--- src/rtl/keypad_scan_entry.sv ---
// 4x4 keypad column scanner with debounced press/release and
// two-operand entry registers that alternate on each accepted key.
module keypad_scan_entry #(
  parameter int SCAN_DIV     = 5000,
  parameter int DEBOUNCE_CNT = 4
) (
  input  logic       clk_main,
  input  logic       reset,
  input  logic [3:0] row_in,
  output logic [3:0] col_out,
  output logic [3:0] key_code,
  output logic       key_valid,
  output logic [3:0] num_1,
  output logic [3:0] num_2,
  output logic       sel
);

  localparam int DW = (SCAN_DIV > 1) ? $clog2(SCAN_DIV) : 1;
  localparam int CW = $clog2(DEBOUNCE_CNT + 1);
  localparam logic [DW-1:0] DIV_LAST = DW'(SCAN_DIV - 1);
  localparam logic [CW-1:0] CNT_MAX  = CW'(DEBOUNCE_CNT);
  localparam logic [CW-1:0] CNT_ONE  = CW'(1);

  typedef enum logic [1:0] {
    SCAN,
    DEBOUNCE,
    HELD,
    RELEASE
  } state_e;

  state_e st_q, st_d;

  logic [3:0]    sync1_q, sync2_q;
  logic [DW-1:0] div_q, div_d;
  logic [1:0]    col_q, col_d;
  logic [1:0]    row_q, row_d;
  logic [CW-1:0] match_q, match_d;
  logic [CW-1:0] rel_q, rel_d;
  logic [3:0]    key_code_q, key_code_d;
  logic          key_valid_q, key_valid_d;
  logic [3:0]    num_1_q, num_1_d;
  logic [3:0]    num_2_q, num_2_d;
  logic          sel_q, sel_d;

  logic       tick;
  logic       any_low;
  logic [1:0] low_row;
  logic [3:0] code;

  assign tick    = (div_q == DIV_LAST);
  assign any_low = ~&sync2_q;
  assign code    = {row_q, col_q};
  assign div_d   = tick ? '0 : div_q + 1'b1;

  // Lowest-index low row wins when several rows are pulled down.
  always_comb begin
    low_row = 2'd0;
    if (!sync2_q[0])      low_row = 2'd0;
    else if (!sync2_q[1]) low_row = 2'd1;
    else if (!sync2_q[2]) low_row = 2'd2;
    else if (!sync2_q[3]) low_row = 2'd3;
  end

  always_comb begin
    st_d        = st_q;
    col_d       = col_q;
    row_d       = row_q;
    match_d     = match_q;
    rel_d       = rel_q;
    key_code_d  = key_code_q;
    key_valid_d = 1'b0;
    num_1_d     = num_1_q;
    num_2_d     = num_2_q;
    sel_d       = sel_q;
    if (tick) begin
      unique case (st_q)
        SCAN: begin
          if (any_low) begin
            row_d   = low_row;
            match_d = CNT_ONE;
            st_d    = DEBOUNCE;
          end else begin
            col_d = col_q + 2'd1;
          end
        end
        DEBOUNCE: begin
          if (any_low && low_row == row_q) begin
            if (match_q + CNT_ONE == CNT_MAX) begin
              match_d     = CNT_MAX;
              st_d        = HELD;
              key_code_d  = code;
              key_valid_d = 1'b1;
              sel_d       = ~sel_q;
              if (!sel_q) num_1_d = code;
              else        num_2_d = code;
            end else begin
              match_d = match_q + CNT_ONE;
            end
          end else begin
            match_d = '0;
            col_d   = col_q + 2'd1;
            st_d    = SCAN;
          end
        end
        HELD: begin
          if (!any_low) begin
            rel_d = CNT_ONE;
            st_d  = RELEASE;
          end
        end
        RELEASE: begin
          if (any_low) begin
            rel_d = '0;
            st_d  = HELD;
          end else if (rel_q + CNT_ONE == CNT_MAX) begin
            rel_d   = '0;
            match_d = '0;
            col_d   = col_q + 2'd1;
            st_d    = SCAN;
          end else begin
            rel_d = rel_q + CNT_ONE;
          end
        end
      endcase
    end
  end

  always_ff @(posedge clk_main) begin
    if (reset) begin
      sync1_q     <= 4'b1111;
      sync2_q     <= 4'b1111;
      div_q       <= '0;
      col_q       <= 2'd0;
      row_q       <= 2'd0;
      match_q     <= '0;
      rel_q       <= '0;
      st_q        <= SCAN;
      key_code_q  <= 4'd0;
      key_valid_q <= 1'b0;
      num_1_q     <= 4'd0;
      num_2_q     <= 4'd0;
      sel_q       <= 1'b0;
    end else begin
      sync1_q     <= row_in;
      sync2_q     <= sync1_q;
      div_q       <= div_d;
      col_q       <= col_d;
      row_q       <= row_d;
      match_q     <= match_d;
      rel_q       <= rel_d;
      st_q        <= st_d;
      key_code_q  <= key_code_d;
      key_valid_q <= key_valid_d;
      num_1_q     <= num_1_d;
      num_2_q     <= num_2_d;
      sel_q       <= sel_d;
    end
  end

  assign col_out   = ~(4'b0001 << col_q);
  assign key_code  = key_code_q;
  assign key_valid = key_valid_q;
  assign num_1     = num_1_q;
  assign num_2     = num_2_q;
  assign sel       = sel_q;

endmodule

--- config.mk ---
export PLATFORM = sky130hd
export DESIGN_NAME = keypad_scan_entry
export DESIGN_NICKNAME = d
export VERILOG_FILES = /design/src/rtl/keypad_scan_entry.sv
export SDC_FILE = /design/constraint.sdc
export NUM_CORES = 1
export LEC_CHECK = 0
export ABC_AREA = 1
export CELL_PAD_IN_SITES_DETAIL_PLACEMENT = 1
export CELL_PAD_IN_SITES_GLOBAL_PLACEMENT = 2
export CORE_MARGIN = 1
export CORE_UTILIZATION = 32
export DETAILED_ROUTE_END_ITERATION = 7
export PLACE_DENSITY = 0.84
export SLEW_MARGIN = 20
export SYNTH_ARGS = -nofsm -noshare
export SYNTH_HDL_FRONTEND = slang
export SYNTH_SLANG_ARGS = --single-unit
--- constraint.sdc ---
create_clock -name clk_main -period 2.15 [get_ports clk_main]
set_input_delay 0.215 -clock clk_main [delete_from_list [all_inputs] [get_ports clk_main]]
set_output_delay 0.215 -clock clk_main [all_outputs]
set_load 0.01 [all_outputs]
## Word level (Yosys, flattened, before mapping)

Cells that the tools add are included.

| storage, ports and cells | value |
|---|---|
| flip-flop bits (word level) | 47 |
| bits in latches | 0 |
| bits in writable memories | 0 |
| memory bits (read-only) | 0 |
| output and inout port bits | 18 |
| logic and storage cells | 82 |
| memories | 0 |

| cells by class | value |
|---|---|
| add/sub/neg operators | 4 |
| $mul | 0 |
| div/mod/pow operators | 0 |
| magnitude comparators | 0 |
| equality and inequality tests | 15 |
| shifts and indexed selects | 1 |
| muxes and demuxes | 27 |
| bitwise operators | 6 |
| reductions and logical operators | 16 |

Operators by type and width:

| operator | number |
|---|---|
| 2-bit 2-to-1 mux | 14 |
| 3-bit 2-to-1 mux | 8 |
| 5-bit AND reduction | 4 |
| 13-bit by 1-bit adder with 13-bit output (second input constant) | 1 |
| 13-bit equality test (second input constant) | 1 |
| 2-bit != test (second input constant) | 6 |
| 3-bit case mux with 3 select lines | 1 |
| 2-bit case mux with 4 select lines | 1 |
| 4-bit AND reduction | 2 |
| 3-bit by 1-bit adder with 3-bit output (second input constant) | 2 |
| 3-bit equality test (second input constant) | 2 |
| 3-bit != test (second input constant) | 2 |
| 2-bit case mux with 3 select lines | 1 |
| 3-bit case mux with 2 select lines | 1 |
| 3-bit AND reduction | 2 |
| 6-bit AND reduction | 1 |
| 1-bit NOT | 5 |
| 2-bit equality test (second input constant) | 2 |
| 4-bit NOT | 1 |
| 4-bit OR reduction | 1 |
| 1-bit by 2-bit left shift with 4-bit output (first input constant) | 1 |
| 3-bit nonzero test | 1 |
| 2-bit by 1-bit adder with 2-bit output (second input constant) | 1 |
| 2-bit by 1-bit equality test with 1-bit output (second input constant) | 1 |
| other kinds (7) | 7 |

## Longest topological paths before layout

Gate-level depths: netlist of run 1.

| depth | value |
|---|---|
| depth after elaboration | 8 |
| mapped depth | 12 |
| depth with buffers taken out | 12 |

## Worst setup path before layout of run 1

Ideal clock, no wire load.

| path | value |
|---|---|
| path kind | register to register |
| from | register div_q[0] |
| to | register num_1_q[0] (netlist: num_1[0]) |
| arrival | 1.413 ns |
| setup slack | 0.619 ns |
| cell stages (with the launch flop) | 12 |
| path buffers | 1 |
| period minus slack after synthesis | 1.531 ns |
| path through | dfxtp_1 ha_1 nand2_1 inv_2 nand2_1 nor2_2 nand2_2 nor2_2 nand2_4 buf_6 nor3_1 nor2_1 |

| on the way | value |
|---|---|
| cells in the longest elaborated chain, start to end | 2 |

Ends and longest elaborated chain:

| element | RTL line | text |
|---|---|---|
| from (decl) | 34 | `logic [DW-1:0] div_q, div_d;` |
| from (signal assigned) | 146 | `div_q <= div_d;` |
| 13-bit equality test | 50 | `assign tick = (div_q == DIV_LAST);` |
| 5-bit AND reduction (no line) | -- |  |
| to (signal assigned) | 154 | `num_1_q <= num_1_d;` |
| to (decl) | 41 | `logic [3:0] num_1_q, num_1_d;` |

No other way between the ends.
A chain may end at the register's enable or synchronous reset.

## Final worst setup path of run 1

| path | value |
|---|---|
| from | register col_q[0] |
| to | output col_out[2] |

| on the way | value |
|---|---|
| cells in the longest elaborated chain, start to end | 2 |

Ends and longest elaborated chain:

| element | RTL line | text |
|---|---|---|
| from (decl) | 35 | `logic [1:0] col_q, col_d;` |
| from (signal assigned) | 147 | `col_q <= col_d;` |
| 1-bit by 2-bit left shift with 4-bit output | 160 | `assign col_out = ~(4'b0001 << col_q);` |
| 4-bit NOT | 160 |  |
| to (decl) | 10 | `output logic [3:0] col_out,` |

No other way between the ends.

==> results.tsv, run 1 <==
stage	metric	value	unit
floorplan	pin_count	24	
logic_synthesis	synth_fp_nets	327	
layout	final_common_cell	nand2_1	
detailed_routing	first_pass_iters	4	
layout	syn_to_final_growth	18.7	%
timing	slew_viol_final	0	
place	placed_cells	428	
detailed_routing	vias	1962	
clock_tree	root_buffer	clkbuf_8	
place	place.gp.congestion	0.798	
power	leakage	1.13	nW
job	cap_violations	0	
min_path	min_path_type	flip-flop to flip-flop	
timing	worstMarginPinSlew	0.495	ns
logic_synthesis	synth_top_area_share	41.7	%
grt	antenna_found_initial	0	
critical_path	path_max_fanout	6	
critical_path	critPathKind	flip-flop to primary output	
grt	grt_pass1_vias	1937	
clock_tree	htreeDepth	2	
clock_tree	clock-sinks	47	
timing	period_needed	1.89	ns
logic_synthesis	avgSynthCellArea	7.23	um^2
floorplan	die_x	85.9	um
layout	diodes	0	
floorplan	initial_core_util	33.2	%
floorplan	rows	30	
critical_path	worst_ep_required_time	1.93	ns
logic_synthesis	ys_top_cells_by_area	dfxtp_1 (42%), nand2_1 (9.8%), nor2_1 (7.2%)	
critical_path	crit_path_start_kind	flip-flop	
place	portBuffers	23	
grt	grt_usage	14.9	%
timing	fin_skew	0.00806	ns
power	power_density	556	mW/mm^2
logic_synthesis	ys_seq_area_share	41.7	%
outcome	status	complete, no violations	
timing	finalCritPeriodShare	87.7	%
grt	grt_pass1_wl	8.68	mm
clock_tree	cts_tree	done	
detailed_routing	first_iter_violations	65	
timing	finalHoldViolCount	0	
layout	finalNetCount	354	
logic_synthesis	synth-seq-cells	47	
timing	setup_tns	0	ns
timing	grt_setup_unrepaired	no	
power	vdd.ir_drop.worst	259	uV
floorplan	die_y	85.9	um
clock_tree	ctsResizeCount	0	
grt	grt_overflow	0	
logic_synthesis	yosysWarnings	0	
timing	max_freq	0.530	GHz
place	dpl.hpwl	3.77	mm
clock_tree	cts_made_buffers	5	
detailed_routing	ant_nets	0	
floorplan	die-area	0.00739	mm^2
critical_path	worstPathArrival	1.67	ns
logic_synthesis	yosysUniqueCellTypes	32	
detailed_routing	routed_wl	4.93	mm
detailed_routing	viasPerCell	4.50	
logic_synthesis	netlist_area	0.00225	mm^2
clock_tree	cts_max_path_buffers	2	
floorplan	core-area	0.00679	mm^2
layout	mostFrequentLayoutCells	nand2_1 (59), dfxtp_1 (47), nor2_1 (43)	
detailed_routing	drc	0	
layout	design_area	0.00268	mm^2
clock_tree	post_cts_buffers	0	
timing	fin_ws	0.264	ns
place	dpl_cell_area	0.00259	mm^2
detailed_routing	wl_per_cell	11.3	um
timing	relSlewSlack	66.9	%
grt	grt_max_degree	23	
clock_tree	clk_latency	0.31	ns
layout	drive_above_1_share	10.6	%
layout	stdcell_count	436	
clock_tree	cts_hold_buf	0	
logic_synthesis	syn-instance-count	312	
logic_synthesis	synth_top_area_cell	dfxtp_1	
critical_path	cp-end-kind	primary output	
place	pre_cts_slack	0.344	ns
timing	setup_viol	0	
clock_tree	clkTransAtPathRegs	0.09	ns
routing by layer:
metal / part of all wire (%) / global-route usage, % / routed length, um
met5: 0 / 0 / 0
met4: 1.8 / 6.36 / 89
met3: 2.4 / 3.27 / 117
met2: 42 / 23.1 / 2080
met1: 54 / 19.8 / 2640
flip-flops by register name, summed over array words and instances, names as in the netlist:
register / cells
rel_q: 3
div_q: 13
row_q: 2
num_2: 4
sel: 1
sync1_q: 4
key_valid: 1
col_q: 2
match_q: 3
num_1: 4
sync2_q: 4
st_q: 2
key_code: 4
logic make-up (layout without fill, tap and decap cells):
| kind of cell | Yosys count | count (layout) | synth area share, % |
|---|---|---|---|
| and+or+nand+nor | 169 | 169 | 35.3 |
| buffers and inverters | 50 | 78 | 8.88 |
| DFF | 47 | 47 | 41.7 |
| AOI/OAI and AO/OA | 33 | 33 | 7.55 |
| adders and majority gates | 9 | 9 | 4.99 |
| xor gates and xnor gates | 4 | 4 | 1.55 |
synthesized netlist by cell type:
cell type,count
inv_4,1
or2_0,1
nand2_2,1
inv_2,2
xnor2_1,1
nand4_2,1
clkbuf_1,2
o21ai_0,8
nand2_4,1
nor2_2,7
xor2_1,3
nand4_1,5
nor3_2,1
or2_2,8
o21ai_1,9
nand3_1,20
nand3_2,3
nor3_1,13
ha_1,9
a31oi_1,1
dfxtp_1,47
nor2_1,43
nor3b_1,2
and3_1,2
buf_6,1
nand2_1,59
inv_1,42
a21oi_2,1
nor4_1,1
nor3b_2,1
buf_2,2
a21oi_1,14
power breakdown:
part           switching [mW]  total [mW]  internal, mW
registers             0.00896       0.890         0.881
clock network           0.305       0.533         0.228
logic                  0.0393      0.0664        0.0271
layout make-up:
type / instances / area [um^2]
clock buffers: 6 / 72.6
fillers: 861 / 4120
well taps: 96 / 120
multi-input cells: 215 / 1110
flip-flops and latches: 47 / 941
repair buffers: 25 / 245
clock inverters: 2 / 12.5
inverters: 45 / 171
path summary, 6_finish.rpt:
check                  start  cells after the start  slack (ns)     endpoint
setup / recovery    col_q[0]                      4        0.26   col_out[2]
hold / removal    sync1_q[2]                      1        0.41   sync2_q[2]
setup reg to reg    div_q[0]                      8        0.36  key_code[0]
hold reg to reg   sync1_q[2]                      1        0.41   sync2_q[2]
per-stage QoR:
stage | power (mW) | util, % | hold slack, ns
floorplan | 0.952 | - | 0.319
global placement | 0.976 | 38.1 | 0.391
detailed placement | 0.978 | 38.1 | 0.396
CTS | 1.52 | 39.4 | 0.417
global route | 1.55 | 39.4 | 0.430
finish | 1.49 | 39.4 | 0.415
critical path: stages, from the launching register on:
cell             delay (ns)
dfxtp_1                0.45
inv_1                  0.13
ha_1                   0.21
inv_1                  0.05
clkdlybuf4s50_1        0.52
(Power assumes the default switching activity.)
==> run 2: changes to the inputs <==
- SETUP_SLACK_MARGIN: not set -> 0.15
==> run 2 against run 1 <==
  * Final cell count unchanged
  * Critical path depth unchanged
  * Non-clock buffer count unchanged
  * Worst setup slack about the same
  * Largest power group unchanged
==> results.tsv, run 2 (synthesized netlist as in run 1, its figures left out) <==
stage	metric	value	unit
outcome	status	complete, no violations	
layout	syn_to_final_growth	18.9	%
clock_tree	clock-sinks	47	
timing	max_freq	0.530	GHz
grt	grt_pass1_vias	1937	
critical_path	worstPathArrival	1.67	ns
detailed_routing	first_pass_iters	4	
layout	mostFrequentLayoutCells	nand2_1 (59), dfxtp_1 (47), nor2_1 (43)	
layout	final_common_cell	nand2_1	
detailed_routing	wl_per_cell	11.3	um
place	dpl.hpwl	3.77	mm
grt	grt_pass1_wl	8.68	mm
min_path	whs_path_depth	1	
clock_tree	clkTransAtPathRegs	0.09	ns
clock_tree	cts_hold_buf	0	
timing	setup_viol	0	
detailed_routing	routed_wl	4.91	mm
critical_path	timing.rr.start	div_q[0]	
floorplan	core-area	0.00679	mm^2
critical_path	cp-end-kind	primary output	
detailed_routing	drc	0	
detailed_routing	first_iter_violations	64	
timing	period_needed	1.89	ns
floorplan	die-area	0.00739	mm^2
min_path	min_path_type	flip-flop to flip-flop	
power	total_power	1.49	mW
timing	finalCritPeriodShare	87.7	%
floorplan	die_y	85.9	um
timing	setup_tns	0	ns
min_path	hp-start	sync1_q[2]	
floorplan	initial_core_util	33.2	%
floorplan	rows	30	
layout	largest_register_ffs	13	
min_path	hold_path_end	sync2_q[2]	
timing	worstMarginPinSlew	0.477	ns
clock_tree	cts_made_buffers	5	
layout	diodes	0	
grt	grt_overflow	0	
power	vdd.ir_drop.worst	260	uV
place	place.gp.congestion	0.798	
critical_path	ff2ff_setup_slack	0.44	ns
clock_tree	clk_latency	0.31	ns
place	pre_cts_slack	0.344	ns
clock_tree	cts_tree	done	
layout	finish.utilization	39.5	%
place	dpl_cell_area	0.00259	mm^2
critical_path	worst_ep_required_time	1.93	ns
timing	grt_setup_unrepaired	no	
critical_path	critPathKind	flip-flop to primary output	
clock_tree	root_buffer	clkbuf_8	
detailed_routing	vias	1959	
grt	antenna_found_initial	0	
critical_path	r2r.worst_path.cells	11	
layout	top_register	div_q	
clock_tree	htreeDepth	2	
job	cap_violations	0	
critical_path	path_max_fanout	6	
timing	fin_ws	0.264	ns
floorplan	pin_count	24	
place	portBuffers	23	
power	leakage	1.14	nW
grt	grt_usage	14.9	%
layout	design_area	0.00268	mm^2
grt	grt_max_degree	23	
power	power_density	556	mW/mm^2
layout	finalNetCount	354	
timing	fin_skew	0.00802	ns
critical_path	crit_path_start_kind	flip-flop	
timing	relSlewSlack	68.2	%
clock_tree	post_cts_buffers	0	
timing	finalHoldViolCount	0	
floorplan	die_x	85.9	um
layout	drive_above_1_share	10.9	%
detailed_routing	viasPerCell	4.49	
critical_path	r2r-end	st_q[0]	
clock_tree	cts_max_path_buffers	2	
detailed_routing	ant_nets	0	
timing	slew_viol_final	0	
run 2: cell counts in the layout (fill, tap and decap cells not counted):
Identical to the previous run, type by type.
run 2: critical path, stage by stage (launching register included):
cell and delay, ns:
dfxtp_1 0.45, inv_1 0.13, ha_1 0.21, inv_1 0.05
clkdlybuf4s50_1 0.52
run 2: power by group:
| group | leakage (nW) | internal (mW) | switching (mW) |
|---|---|---|---|
| clock | 0.0412 | 0.228 | 0.306 |
| sequential | 0.381 | 0.881 | 0.00883 |
| combinational | 0.713 | 0.0271 | 0.0390 |
| total | 1.14 | 1.14 | 0.354 |
run 2: worst max path at each step:
stage,depth (start not counted),slack [ns],start,endpoint
2_1_floorplan,11,0.62,div_q[0],num_1[0]
3_3_place_gp,8,0.39,div_q[0],key_code[0]
3_5_place_dp,8,0.34,div_q[0],key_code[0]
4_1_cts,4,0.22,col_q[0],col_out[0]
5_1_grt,4,0.15,col_q[0],col_out[0]
6_report,4,0.26,col_q[0],col_out[2]
run 2: area by class of cell:
class | count | area [um^2]
well taps | 96 | 120
inverters | 45 | 171
clock inverters | 2 | 12.5
fillers | 862 | 4110
repair buffers | 25 | 245
multi-input cells | 215 | 1120
clock buffers | 6 | 72.6
flip-flops and latches | 47 | 941
run 2: layer usage:
layer | up-vias | GRT usage [%] | part of all wire (%)
met5 | - | 0 | 0
met4 | 0 | 6.36 | 1.8
met3 | 7 | 3.27 | 2.4
met2 | 20 | 23.1 | 43
met1 | 891 | 19.8 | 53
li1 | 1041 | - | -
run 2: timing repair:
item / CTS / global route
hold endpoints to repair: 0 / 0
resized for setup: 0 / 1
setup endpoints to repair: 0 / 13
run 2: through the flow:
step | hold slack [ns] | instances
after CTS | 0.417 | 436
after global placement | 0.391 | 428
after detailed placement | 0.396 | 428
after global routing | 0.430 | 436
after floorplan | 0.319 | 312
final | 0.415 | 436
==> run 3: changes to the inputs <==
- GPL_ROUTABILITY_DRIVEN: not set -> 0
==> results of run 3 <==
Final layout, timing and power as in run 2 (identical DEF).
==> RTL change, RTL diff (flow settings as in run 3) <==
Register the output `col_out`, cleared by the reset; this adds one clock of latency there. The other outputs are not delayed to match.
--- a/src/rtl/keypad_scan_entry.sv
+++ b/src/rtl/keypad_scan_entry.sv
@@ -157,7 +157,13 @@
     end
   end
 
-  assign col_out   = ~(4'b0001 << col_q);
+  always_ff @(posedge clk_main) begin
+    if (reset) begin
+      col_out <= '0;
+    end else begin
+      col_out <= ~(4'b0001 << col_q);
+    end
+  end
   assign key_code  = key_code_q;
   assign key_valid = key_valid_q;
   assign num_1     = num_1_q;
Function: changed (Yosys sat finds a counterexample within 4 cycles, from zero or initial values and one cycle with reset high).
==> RTL change against run 3 <==
Count of clock-buffer cells in the layout is 1 lower; wire length rose by 11%; non-clock buffer count rose by 1; cell area is 8.0% higher; critical path depth is 4 higher; area after synthesis grew 6.8%; total power up 25%; sequential cell count rose by 4; setup slack better by 0.096 ns; clock skew increased by 0.0019 ns; clock power up 52%; sequential share of layout area up 0.16 points; first-iteration DRC count decreased by 7.8%.
==> RTL change: results (changes against run 3) <==
setup total negative slack 0 ns (unchanged); GRT Util Overall 0.157 (was 0.149); clk root buf clkbuf_8 (unchanged); DP HPWL 4210 um (was 3770 um); nets 375 (was 354); IO Port Bufs 23 (unchanged); Post-synth top cells 64 x nand2_1, 54 x nor2_1, 51 x dfxtp_1 (was 59 x nand2_1, 47 x dfxtp_1, 43 x nor2_1); Clock transition at path regs 0.10 ns; top fanout value on the critical path 4 (was 6); WP data arrival 2.00 ns (was 1.67 ns); Worst Max-Slew Pin Slew 0.341 ns (was 0.477 ns); Lkg Pwr 0.00126 uW (was 0.00114 uW); ratio of cells with drive above 1 in the final layout 0.141 (was 0.109); worst clock skew 0.00991 ns (was 0.00802 ns); post-synth net total 347 (was 327); max reg flops 13 (unchanged); Vias 2054 (was 1959); sequential area share after synthesis 0.424 (was 0.417); DRT iter0 DRCs 59 (was 64); first-pass GRT wire length 9350 um (was 8680 um); post_cts resized 0 (unchanged); Synth area leaders dfxtp_1 42%, nand2_1 10%, nor2_1 8.4% (was dfxtp_1 42%, nand2_1 9.8%, nor2_1 7.2%); post-synth cell types 30 (was 32); largest net degree at the start of global routing 23 (unchanged); status complete, no violations (unchanged); worst vdd ir 0.000335 V (was 0.000260 V); WL final 5450 um (was 4910 um); number of CTS-inserted buffers 5 (unchanged); DP Area 2760 um^2 (was 2590 um^2); vias in the first global route 1980 (was 1937)
## RTL change: metrics by stage
step	hold slack (ns)	worst slack [ns]	util	power, uW	instances
after CTS	0.421	0.349	0.399	1890	460
final	0.419	0.360	0.399	1860	460
after global routing	0.436	0.167	0.399	1950	460
after floorplan	0.319	0.665	-	1040	332
after detailed placement	0.395	0.367	0.380	1070	452
after global placement	0.392	0.427	0.380	1070	452
## RTL change: cell families (layout without fill, tap and decap cells)
logic type,Yosys count,count (layout),share of synthesized area
adder cells (fa/ha/maj),9,9,0.0468
XOR/XNOR,2,2,0.00727
buffers and inverters,54,83,0.0883
AO/OA/AOI/OAI,28,28,0.0608
AND/OR/NAND/NOR,188,188,0.373
flip-flops,51,51,0.424
## RTL change: layout make-up
cell class,count,area [um^2]
Fill cell,933,4360
Multi-Input combinational cell,227,1170
Sequential cell,51,1020
Timing Repair Buffer,26,253
Inverter,49,184
Tap cell,99,124
Clock inverter,3,71.3
Clock buffer,5,68.8
## RTL change: final timing paths
kind / depth (start not counted) / start / to / slack (ns)
max: 8 / div_q[0] / match_q[2] / 0.36
min: 1 / sync1_q[2] / sync2_q[2] / 0.42
max reg2reg: 8 / div_q[0] / match_q[2] / 0.36
min reg2reg: 1 / sync1_q[2] / sync2_q[2] / 0.42
## RTL change: critical path: stages, from the launching register on
cell     delay (ns)
dfxtp_1        0.39
ha_1           0.21
nand2_2        0.10
nor3_2         0.29
nand3_2        0.14
nor2_2         0.22
nand2_1        0.15
o21ai_1        0.15
nor2_1         0.05
## RTL change: report_power, final
group | switching (uW) | internal (uW) | leakage [uW]
clock | 338 | 472 | 0.0000703
sequential | 8.35 | 959 | 0.000414
combinational | 49.9 | 34.4 | 0.000779
total | 396 | 1470 | 0.00126
## RTL change: metal layers
layer	global-route usage	part of all wire	vias to the layer above
li1	-	-	1085
met1	0.222	0.53	941
met2	0.238	0.43	24
met3	0.0280	0.023	4
met4	0.0528	0.014	0
met5	0	0	-
